`src/rtl/calculator_bcd_converter_pkg.sv`:
```
// Shared calculator definitions: default datapath widths and the one-hot
// state encoding used by the BCD conversion stage.
package calculator_bcd_converter_pkg;

    localparam int unsigned DEF_RESULT_WIDTH   = 18;
    localparam int unsigned DEF_DIGIT_COUNT    = 6;
    localparam bit          DEF_SIGNED_DISPLAY = 1'b1;

    typedef enum logic [2:0] {
        ST_IDLE  = 3'b001,
        ST_SHIFT = 3'b010,
        ST_DONE  = 3'b100
    } conv_state_e;

endpackage

```
`src/rtl/calculator_bcd_converter_digit_adjust.sv`:
```
// Double-dabble correction for one BCD digit: add 3 when the digit is 5 or more
// so that the following left shift carries correctly into the next digit.
module calculator_bcd_converter_digit_adjust (
    input  logic [3:0] d,
    output logic [3:0] adj_c
);

    assign adj_c = (d >= 4'd5) ? (d + 4'd3) : d;

endmodule

```
`src/rtl/calculator_bcd_converter.sv`:
```
// Binary-to-BCD converter for the calculator result path: serial double-dabble,
// optional sign/magnitude display, and a one-entry pending slot for requests
// that arrive mid-conversion.
module calculator_bcd_converter
    import calculator_bcd_converter_pkg::*;
#(
    parameter int unsigned RESULT_WIDTH   = DEF_RESULT_WIDTH,
    parameter int unsigned DIGIT_COUNT    = DEF_DIGIT_COUNT,
    parameter bit          SIGNED_DISPLAY = DEF_SIGNED_DISPLAY
) (
    input  logic                       CLK,
    input  logic                       RESET,
    input  logic                       RESULT_READY,
    input  logic [RESULT_WIDTH-1:0]    RESULT_DATA,
    output logic [DIGIT_COUNT*4-1:0]   BCD_DATA,
    output logic                       BCD_NEGATIVE,
    output logic                       BCD_VALID,
    output logic                       BUSY
);

    localparam int unsigned BCD_W = DIGIT_COUNT * 4;
    localparam int unsigned CNT_W = $clog2(RESULT_WIDTH + 1);

    conv_state_e               state_q, state_d;
    logic [BCD_W-1:0]          work_q, work_d;
    logic [RESULT_WIDTH-1:0]   operand_q, operand_d;
    logic [CNT_W-1:0]          cnt_q, cnt_d;
    logic                      sign_q, sign_d;
    logic                      pend_q, pend_d;
    logic [RESULT_WIDTH-1:0]   pend_data_q, pend_data_d;
    logic                      ready_hist_q, ready_hist_d;
    logic [BCD_W-1:0]          bcd_data_q, bcd_data_d;
    logic                      bcd_neg_q, bcd_neg_d;
    logic                      bcd_valid_q, bcd_valid_d;
    logic                      busy_q, busy_d;

    logic                      req_c;
    logic                      start_c;
    logic [RESULT_WIDTH-1:0]   start_data_c;
    logic [BCD_W-1:0]          adj_c;

    assign req_c = RESULT_READY & ~ready_hist_q;

    for (genvar g = 0; g < DIGIT_COUNT; g++) begin : g_digit
        calculator_bcd_converter_digit_adjust u_adj (
            .d     (work_q[g*4 +: 4]),
            .adj_c (adj_c[g*4 +: 4])
        );
    end

    always_comb begin
        state_d      = state_q;
        work_d       = work_q;
        operand_d    = operand_q;
        cnt_d        = cnt_q;
        sign_d       = sign_q;
        pend_d       = pend_q;
        pend_data_d  = pend_data_q;
        ready_hist_d = RESULT_READY;
        bcd_data_d   = bcd_data_q;
        bcd_neg_d    = bcd_neg_q;
        bcd_valid_d  = 1'b0;
        busy_d       = busy_q;
        start_c      = 1'b0;
        start_data_c = RESULT_DATA;

        case (state_q)
            ST_IDLE: begin
                // A parked request beats a fresh one; the fresh one is parked instead.
                if (pend_q) begin
                    start_c      = 1'b1;
                    start_data_c = pend_data_q;
                    pend_d       = 1'b0;
                end else if (req_c) begin
                    start_c = 1'b1;
                end
            end
            ST_SHIFT: begin
                work_d    = {adj_c[BCD_W-2:0], operand_q[RESULT_WIDTH-1]};
                operand_d = {operand_q[RESULT_WIDTH-2:0], 1'b0};
                cnt_d     = cnt_q - CNT_W'(1);
                if (cnt_q == CNT_W'(1)) begin
                    state_d = ST_DONE;
                end
            end
            ST_DONE: begin
                bcd_data_d  = work_q;
                bcd_neg_d   = sign_q;
                bcd_valid_d = 1'b1;
                busy_d      = 1'b0;
                state_d     = ST_IDLE;
            end
            default: begin
                state_d = ST_IDLE;
                busy_d  = 1'b0;
            end
        endcase

        if (req_c && ((state_q != ST_IDLE) || pend_q)) begin
            pend_d      = 1'b1;
            pend_data_d = RESULT_DATA;
        end

        if (start_c) begin
            if (SIGNED_DISPLAY && start_data_c[RESULT_WIDTH-1]) begin
                operand_d = ~start_data_c + RESULT_WIDTH'(1);
                sign_d    = 1'b1;
            end else begin
                operand_d = start_data_c;
                sign_d    = 1'b0;
            end
            work_d  = '0;
            cnt_d   = CNT_W'(RESULT_WIDTH);
            busy_d  = 1'b1;
            state_d = ST_SHIFT;
        end
    end

    always_ff @(posedge CLK or posedge RESET) begin
        if (RESET) begin
            state_q      <= ST_IDLE;
            work_q       <= '0;
            operand_q    <= '0;
            cnt_q        <= '0;
            sign_q       <= 1'b0;
            pend_q       <= 1'b0;
            pend_data_q  <= '0;
            ready_hist_q <= 1'b0;
            bcd_data_q   <= '0;
            bcd_neg_q    <= 1'b0;
            bcd_valid_q  <= 1'b0;
            busy_q       <= 1'b0;
        end else begin
            state_q      <= state_d;
            work_q       <= work_d;
            operand_q    <= operand_d;
            cnt_q        <= cnt_d;
            sign_q       <= sign_d;
            pend_q       <= pend_d;
            pend_data_q  <= pend_data_d;
            ready_hist_q <= ready_hist_d;
            bcd_data_q   <= bcd_data_d;
            bcd_neg_q    <= bcd_neg_d;
            bcd_valid_q  <= bcd_valid_d;
            busy_q       <= busy_d;
        end
    end

    assign BCD_DATA     = bcd_data_q;
    assign BCD_NEGATIVE = bcd_neg_q;
    assign BCD_VALID    = bcd_valid_q;
    assign BUSY         = busy_q;

endmodule

```
`config.mk`:
```
export PLATFORM = sky130hd
export DESIGN_NAME = calculator_bcd_converter
export DESIGN_NICKNAME = d
export VERILOG_FILES = /design/src/rtl/calculator_bcd_converter_pkg.sv /design/src/rtl/calculator_bcd_converter_digit_adjust.sv /design/src/rtl/calculator_bcd_converter.sv
export SDC_FILE = /design/constraint.sdc
export NUM_CORES = 1
export LEC_CHECK = 0
export ABC_AREA = 1
export ABC_CLOCK_PERIOD_IN_PS = 2610
export BUFFER_PORTS_ARGS = -buffer_cell sky130_fd_sc_hd__buf_2
export CAP_MARGIN = 40
export CORE_MARGIN = 8
export CORE_UTILIZATION = 53
export DETAILED_ROUTE_END_ITERATION = 12
export PLACE_DENSITY = 0.75
export SETUP_SLACK_MARGIN = 0.3
export SYNTH_ARGS = -nofsm -noshare
export SYNTH_HDL_FRONTEND = slang
export SYNTH_SLANG_ARGS = --single-unit
```
`constraint.sdc`:
```
create_clock -name CLK -period 2.61 [get_ports CLK]
set_input_delay 0.261 -clock CLK [delete_from_list [all_inputs] [get_ports CLK]]
set_output_delay 0.261 -clock CLK [all_outputs]
set_load 0.02 [all_outputs]
```
==> impl_metrics.json <==
{
  "fmax_mhz": 477,
  "tightestPinTransition_ns": 0.744,
  "fillers": 937,
  "cts_root_buf": "clkbuf_8",
  "first_pass_iters": 7,
  "grtUsageTotal_pct": 18.7,
  "start_util_pct": 53.5,
  "setup_tns_ns": 0,
  "grt_overflow": 0,
  "final_hold_viol_count": 0,
  "vdd.ir_drop.worst_mv": 0.700,
  "vias_per_cell": 5.16,
  "final_util_pct": 60.1,
  "syn_to_final_growth_pct": 12.2,
  "synth_enable_flop_cells": 0,
  "first_global_vias": 4643,
  "arrival_ns": 2.36,
  "synth_cells": 737,
  "leakagePower_nw": 3.14,
  "crit_fanout": 14,
  "cts.path.max_buffers": 2,
  "clock_sinks": 98,
  "synth_compound_area_share_pct": 14.5,
  "cp_cell_sequence": "nand2_1 -> nor2_4 -> buf_12 -> nand2_1 -> nand2_1 -> nand2_2 -> nor2_2 -> nand2_1 -> nand2_1 -> nand2_1 -> nand3_1 -> nand3_1",
  "p_int_mw": 3.62,
  "grt_first_pass_wirelength_mm": 20.5,
  "switching_share_pct": 45.7,
  "synth.area.mux_share_pct": 0,
  "clk_pin_slew_ns": 0.10,
  "finalSetupViolations": 0,
  "dp_slack_ns": 0.389,
  "synth_area_um2": 5400,
  "maxSlewHeadroom_pct": 50.3,
  "cpMaxStageDelayCell": "dfstp_2",
  "synthAdderAreaFrac_pct": 3.24,
  "worstSetupPathType": "register to register",
  "crit_top_cell": "nand2_1",
  "die_y_um": 117,
  "wl_per_cell_um": 12.9,
  "cts_tree": "built",
  "drt-total-wl_mm": 12.0,
  "worstPathRequired_ns": 2.87,
  "synth_top_family_by_area": "simple AND/OR/NAND/NOR gates",
  "synthFlopType": "dfrtp_1",
  "min_period_ns": 2.10,
  "slowest_delay_ns": 0.60,
  "fp.dieW_um": 117,
  "rsz0062_at_grt": "no",
  "fin_crit_sh_pct": 80.3,
  "fin_cells": 924,
  "syn_avg_cell_area_um2": 7.33,
  "crit_path_end_kind": "register",
  "ys_types": 36,
  "grt_max_degree": 51,
  "finalWeightedCongestion": 0.871,
  "place_area_um2": 5790,
  "synthArstFlopShare_pct": 100,
  "pin_count": 48,
  "syn_nets": 772,
  "ys_seq_area_share_pct": 45.4,
  "p_per_area_nw_per_um2": 1100,
  "route.detailed.drc": 0,
  "fin_skew_ns": 0.0145,
  "p_sw_mw": 3.05,
  "num_rows": 37,
  "nNetsFinal": 819,
  "cts_buffers": 9,
  "drt_iter0_markers": 300,
  "yosys.area_share.xor_xnor_pct": 1.13,
  "drive_above_1_share_pct": 11.9,
  "p_seq_share_pct": 34.9,
  "timing.final.ws_setup_ns": 0.514,
  "status": "finished, final reports clean",
  "clockPowerShare_pct": 15.1,
  "antenna_found_initial": 0,
  "vias": 4772,
  "holdWs_ns": 0.150,
  "ant_nets": 0,
  "dp.cells": 903,
  "synth_seq_cells": 98,
  "ys_warn_count": 0,
  "clk_latency_ns": 0.38,
  "hpwlAfterDp_mm": 8.57,
  "p_comb_share_pct": 49.9,
  "portBuffers": 47,
  "htreeDepth": 3,
  "final_area_um2": 6060,
  "maxCapViolCount": 0,
  "synth_simple_gate_area_share_pct": 26.4,
  "placeableCoreArea_um2": 10100,
  "total_power_mw": 6.67,
  "antenna_cells": 0,
  "drv_slew": 0,
  "start_kind": "register",
  "dieArea_um2": 13700,
  "hold_class": "input port to register"
}
synthesized netlist by cell type (3+ instances only):
cell	count	share of area [%]
nand3_1	45	4.2
xor2_1	7	1.1
buf_2	10	0.93
buf_6	3	0.63
o32ai_1	4	0.65
clkbuf_1	16	1.1
dfrtp_1	97	45
ha_1	14	3.2
a21oi_1	14	1.3
o211ai_1	3	0.42
nor2_1	47	3.3
inv_1	93	6.5
nor3_1	4	0.37
nand2_1	243	17
o21ai_0	100	9.3
o22ai_1	12	1.4
cells in the final DEF (no fill, tap or decap), types with 4 or more instances in the layout:
cell	netlist	layout
dfrtp_1	97	96
xor2_1	7	7
clkbuf_8	0	9
nand2_1	243	243
a21oi_1	14	14
o21ai_0	100	98
o21ai_1	2	4
buf_4	1	14
buf_2	10	47
o32ai_1	4	4
inv_1	93	92
o22ai_1	12	12
nand3_1	45	45
nor2_1	47	47
ha_1	14	14
critical path, delay by kind of cell (launching register included):
kind,cells,cell delay [ns]
and+or+nand+nor,11,1.25
buffers and inverters,1,0.14
DFF,1,0.60
final cells by class:
type	count	area (um2)	share of cell area, %
Timing Repair Buffer	66	420	6.94
Clock inverter	6	72.6	1.20
Clock buffer	9	124	2.04
Tap cell	136	170	2.81
Sequential cell	98	2450	40.5
Inverter	94	357	5.88
Multi-Input combinational cell	515	2460	40.6
timing repair:
item / in CTS / in global routing
setup endpoints to repair: 0 / 15
setup buffers: 0 / 4
endpoints found under the hold margin: 27 / 0
resized for setup: 0 / 5
hold buffers: 2 / 0
kinds of logic after synthesis:
| kind of cell | Yosys count |
|---|---|
| fa+ha+maj | 14 |
| compound gates | 143 |
| buf+inv | 124 |
| flops | 98 |
| simple gates | 351 |
| xor+xnor | 7 |
registers in the layout, summed over array words and instances (netlist names):
register and count:
BCD_DATA 24, BCD_NEGATIVE 1, BCD_VALID 1, BUSY 1, cnt_q 5, operand_q 18, pend_data_q 18, pend_q 1
ready_hist_q 1, sign_q 1, state_q 3, work_q 24
power groups by stage:
stage	Combinational (mW)	Sequential, mW	Clock [mW]
after floorplan	2.28	2.47	0
after global placement	3.12	2.33	0
after detailed placement	3.20	2.35	0
after CTS	3.21	2.32	1.03
after global routing	3.78	2.39	1.10
final	3.33	2.33	1.01
worst paths after layout:
path                                 start              end  slack [ns]  depth (start not counted)
setup / recovery                state_q[0]     operand_q[8]        0.51                         12
hold / removal             RESULT_DATA[16]  pend_data_q[16]        0.15                          3
setup reg to reg                state_q[0]     operand_q[8]        0.51                         12
hold reg to reg                 state_q[1]        BCD_VALID        0.48                          1
max in group asynchronous            RESET     operand_q[6]        1.46                          4
min in group asynchronous            RESET     BCD_DATA[21]        0.51                          3
routing by layer:
metal | wire length [um] | vias up | global-route usage (%)
met5 | 0 | - | 0
met4 | 181 | 0 | 8.36
met3 | 477 | 14 | 3.23
met2 | 5650 | 88 | 31.6
met1 | 5640 | 2239 | 23.0
li1 | - | 2431 | -
(Power assumes the default switching activity.)
